--- src/rtl/jk_pkg.sv ---
// Shared JK encodings and the excitation helper used by the modulo counter.
package jk_pkg;

  // {J,K} control encodings
  localparam logic [1:0] HOLD = 2'b00;
  localparam logic [1:0] RST  = 2'b01;
  localparam logic [1:0] SET  = 2'b10;
  localparam logic [1:0] TOG  = 2'b11;

  // Minimal excitation that moves a cell from cur to nxt; never returns TOG.
  function automatic logic [1:0] jk_excite(input logic cur, input logic nxt);
    return {nxt & ~cur, ~nxt & cur};
  endfunction

endpackage

--- src/rtl/jk_cell.sv ---
// Single JK flip-flop with synchronous active-high reset to 0.
module jk_cell
  import jk_pkg::*;
(
  input  logic clk,
  input  logic rst,
  input  logic j,
  input  logic k,
  output logic q,
  output logic qn
);

  logic q_q;
  logic q_d;

  // Classic JK characteristic: hold / reset / set / toggle.
  always_comb begin
    q_d = q_q;
    case ({j, k})
      HOLD:    q_d = q_q;
      RST:     q_d = 1'b0;
      SET:     q_d = 1'b1;
      TOG:     q_d = ~q_q;
      default: q_d = q_q;
    endcase
  end

  // Storage bit; reset dominates any J/K drive.
  always_ff @(posedge clk) begin
    if (rst) q_q <= 1'b0;
    else     q_q <= q_d;
  end

  assign q  = q_q;
  assign qn = ~q_q;

endmodule

--- src/rtl/jk_mod_counter.sv ---
// Modulo-MODULUS up/down counter whose state lives only in a bank of JK cells.
// This level computes the next count, derives per-bit J/K drive and tc.
module jk_mod_counter
  import jk_pkg::*;
#(
  parameter int WIDTH   = 4,
  parameter int MODULUS = 10
) (
  input  logic             clk,
  input  logic             rst,
  input  logic             en,
  input  logic             up,
  input  logic             load,
  input  logic [WIDTH-1:0] din,
  output logic [WIDTH-1:0] q,
  output logic [WIDTH-1:0] qn,
  output logic             tc
);

  // One extra bit so comparisons and +/-1 never rely on 2**WIDTH overflow.
  localparam logic [WIDTH:0] MOD_X = (WIDTH+1)'(MODULUS);
  localparam logic [WIDTH:0] MAX_X = (WIDTH+1)'(MODULUS - 1);

  logic [WIDTH:0]   q_x;
  logic [WIDTH:0]   din_x;
  logic [WIDTH-1:0] nxt_d;
  logic [WIDTH-1:0] j_w;
  logic [WIDTH-1:0] k_w;

  assign q_x   = {1'b0, q};
  assign din_x = {1'b0, din};

  // Next-count selection: load (with clamp) beats count; illegal states recover to 0.
  always_comb begin
    nxt_d = q;
    if (load) begin
      nxt_d = (din_x < MOD_X) ? din : WIDTH'(MAX_X);
    end else if (en) begin
      if (q_x >= MOD_X)     nxt_d = '0;
      else if (up)          nxt_d = (q_x == MAX_X) ? '0 : WIDTH'(q_x + 1'b1);
      else                  nxt_d = (q_x == '0) ? WIDTH'(MAX_X) : WIDTH'(q_x - 1'b1);
    end
  end

  // Per-bit excitation: unchanged bits get HOLD, so en=0 drives J=K=0 everywhere.
  always_comb begin
    j_w = '0;
    k_w = '0;
    for (int i = 0; i < WIDTH; i++) begin
      {j_w[i], k_w[i]} = jk_excite(q[i], nxt_d[i]);
    end
  end

  for (genvar i = 0; i < WIDTH; i++) begin : g_cell
    jk_cell u_cell (
      .clk (clk),
      .rst (rst),
      .j   (j_w[i]),
      .k   (k_w[i]),
      .q   (q[i]),
      .qn  (qn[i])
    );
  end

  // High in exactly the cycle whose edge wraps; stays low for out-of-range q.
  assign tc = en & ~load & ((up & (q_x == MAX_X)) | (~up & (q_x == '0)));

endmodule

--- config.mk ---
export PLATFORM = sky130hd
export DESIGN_NAME = jk_mod_counter
export DESIGN_NICKNAME = d
export VERILOG_FILES = /design/src/rtl/jk_pkg.sv /design/src/rtl/jk_cell.sv /design/src/rtl/jk_mod_counter.sv
export SDC_FILE = /design/constraint.sdc
export NUM_CORES = 1
export LEC_CHECK = 0
export CAP_MARGIN = 30
export CORE_MARGIN = 8
export CORE_UTILIZATION = 38
export CTS_CLUSTER_DIAMETER = 100
export DETAILED_ROUTE_END_ITERATION = 7
export HOLD_SLACK_MARGIN = 0.1
export PLACE_DENSITY = 0.68
export REMOVE_ABC_BUFFERS = 1
export SLEW_MARGIN = 10
export SYNTH_ARGS = -nofsm -noshare
export SYNTH_HDL_FRONTEND = slang
export SYNTH_SLANG_ARGS = --single-unit
--- constraint.sdc ---
create_clock -name clk -period 2.52 [get_ports clk]
set_input_delay 0.63 -clock clk [delete_from_list [all_inputs] [get_ports clk]]
set_output_delay 0.63 -clock clk [all_outputs]
set_load 0.005 [all_outputs]
==> results.cfg <==
[placement]
place.gp.congestion = 0.826
portBuffers = 17
dpl-instance-area_um2 = 712
place_hpwl_mm = 1.09

[global_route]
antenna_found_initial = 0
grt_start_max_net_pins = 14
grt_pass1_wl_mm = 2.44
grt_pass1_vias = 538
grt_util_all_layers = 0.106
overflow = 0

[power]
powerDensity_mw_per_mm2 = 467
p_clk_frac = 0.217
net-switching-power_uw = 122
p_int_uw = 235
p_leak_uw = 0.000313
pwr-share-seq = 0.230
power_uw = 357
peakVddDrop_v = 0.000345
power_frac_comb = 0.554
swShare = 0.341

[synth]
yosysSeqAreaShare = 0.142
avgSynthCellArea_um2 = 7.93
synth_area_leader_cell = dfxtp_1
synth_top_area_frac = 0.142
synth_seq_cells = 4
synthTopCellsByCount = buf_4, inv_1, nor2_1
ys_types = 34
yosysMostFrequentCell = buf_4
syn_area_um2 = 563
synth_ff_type = dfxtp_1
synthCells = 71
synth_edf_count = 0
async_reset_ff_frac = 0
synth_area_leaders = dfxtp_1, buf_4, ha_1
ys_warn_count = 0

[clock_tree]
clockBufferDepth = 2
clkTransAtPathRegs_ns = 0.04
post_cts_buffers = 0
cts_buffers = 3
clkLatencyLatePin_ns = 0.23
cts_htree_levels = 1
cts.sinks = 4
cts_tree = done
cts_root_buffer = clkbuf_4

[timing]
worst_pin_slew_ns = 0.486
slew_headroom = 0.675
setup_viol = 0
final.min_clock_period_ns = 2.29
hold_viol = 0
skew_ns = 0.00488
max_freq_ghz = 0.437
slew_violations = 0
fin_crit_sh = 0.908
rsz0062_at_grt = no

[setup_path]
arrival_ns = 1.66
required_ns = 1.89
path_class = in -> out
worst_setup_path_start_kind = input pin
cp-end-kind = primary output
crit_fanout = 2

[cells_and_area]
drive_gt1_frac = 0.229
fill_cells = 153
fin_nets = 98
n_antenna_cell = 0
final_cell_area_um2 = 764
largest_reg_flops = 4
area_growth_syn_to_layout_pct = 35.8
post-route-util = 0.526

[die]
initial_core_util = 0.387
fp.dieW_um = 54.5
rows = 14
ios = 18
fp.dieArea_mm2 = 0.00297
fp.dieH_um = 54.5
core_mm2 = 0.00145

[detailed_routing]
wl_mm = 1.42
drcViolationCount = 0
routed.top_layer = met3
wl_met3_um = 14
viasPerCell = 5.28
ant_nets = 0
wl_per_cell_um = 14.4
vias = 523
wl_met1_um = 633
first_pass_iters = 2
dr_wl_met2_um = 775
drt_iter0_drc = 6

[job]
drv_cap = 0

[min_path]
hp-class = reg -> reg

[outcome]
status = completed
## cells in the final DEF (no fill, tap or decap), drive strengths merged
| cell | n |
|---|---|
| nand3 | 2 |
| or3b | 1 |
| a31oi | 2 |
| a221oi | 1 |
| ha | 4 |
| dlymetal6s2s | 2 |
| or3 | 2 |
| and3 | 1 |
| a2111oi | 2 |
| a21oi | 1 |
| o31a | 2 |
| nand4b | 1 |
| nand3b | 1 |
| and4b | 1 |
| nand4 | 1 |
| nand2 | 3 |
| o2bb2ai | 1 |
| nor2 | 5 |
| and2 | 1 |
| clkdlybuf4s50 | 14 |
| dfxtp | 4 |
| clkbuf | 3 |
| a211oi | 2 |
| buf | 7 |
| inv | 6 |
| o21a | 1 |
| o211ai | 1 |
| or4b | 1 |
| mux2i | 4 |
| o21ai | 5 |
| or2b | 1 |
## final timing paths
check	to	slack (ns)	cells after the start	start
min reg2reg	g_cell[2].u_cell.q$_SDFFE_PP0P_	0.73	2	g_cell[2].u_cell.q$_SDFFE_PP0P_
max	tc	0.23	4	load
max reg2reg	g_cell[3].u_cell.q$_SDFFE_PP0P_	0.47	8	g_cell[3].u_cell.q$_SDFFE_PP0P_
min	g_cell[2].u_cell.q$_SDFFE_PP0P_	0.73	2	g_cell[2].u_cell.q$_SDFFE_PP0P_
## per-layer routing
metal  vias up  track usage
met5         -            0
met4         0       0.0533
met3         0       0.0136
met2         3        0.164
met1       248        0.141
li1        272            -
## what timing repair did
item | 4_1_cts | 5_1_grt
endpoints found under the setup margin | 2 | 2
pin swaps | 2 | 4
hold endpoints to repair | 0 | 0
resized for setup | 5 | 6
hold buffers | 0 | 0
## worst max-delay path, stage by stage
cell and delay [ns]:
clkdlybuf4s50_1 0.41, or2b_1 0.25, a2111oi_2 0.19, buf_2 0.17
## cell type report
type | instances | area [um2] | area share
clock buffer | 3 | 22.5 | 0.0295
sequential | 4 | 80.1 | 0.105
timing repair buffer | 23 | 223 | 0.291
tap | 16 | 20.0 | 0.0262
multi-input combinational | 47 | 397 | 0.519
inverter | 6 | 22.5 | 0.0295
## through the flow
step | hold slack [ns] | setup WS, ns | setup TNS, ns | std cells
after floorplan | 0.631 | 0.464 | 0 | 57
final | 0.731 | 0.232 | 0 | 99
after CTS | 0.738 | 0.00508 | 0 | 99
after detailed placement | 0.717 | -0.434 | -0.790 | 96
after global routing | 0.783 | 0.152 | 0 | 99
after global placement | 0.712 | -0.415 | -0.688 | 96
## cell families (layout without fill, tap and decap cells)
logic type      Yosys count  after routing  share of synthesized area
compound gates           18             18                      0.278
fa+ha+maj                 4              4                     0.0889
buf+inv                  20             32                      0.193
flops                     4              4                      0.142
mux                       4              4                     0.0711
simple gates             21             21                      0.227
## power by group through the flow
| stage | clock network (uW) | registers, uW | logic (uW) |
|---|---|---|---|
| floorplan | 0 | 96.0 | 87.3 |
| global placement | 0 | 82.9 | 188 |
| detailed placement | 0 | 82.3 | 191 |
| CTS | 83.1 | 81.6 | 192 |
| global route | 83.2 | 83.6 | 221 |
| finish | 77.4 | 81.9 | 197 |
No activity file was read; power rests on OpenSTA's default activity.
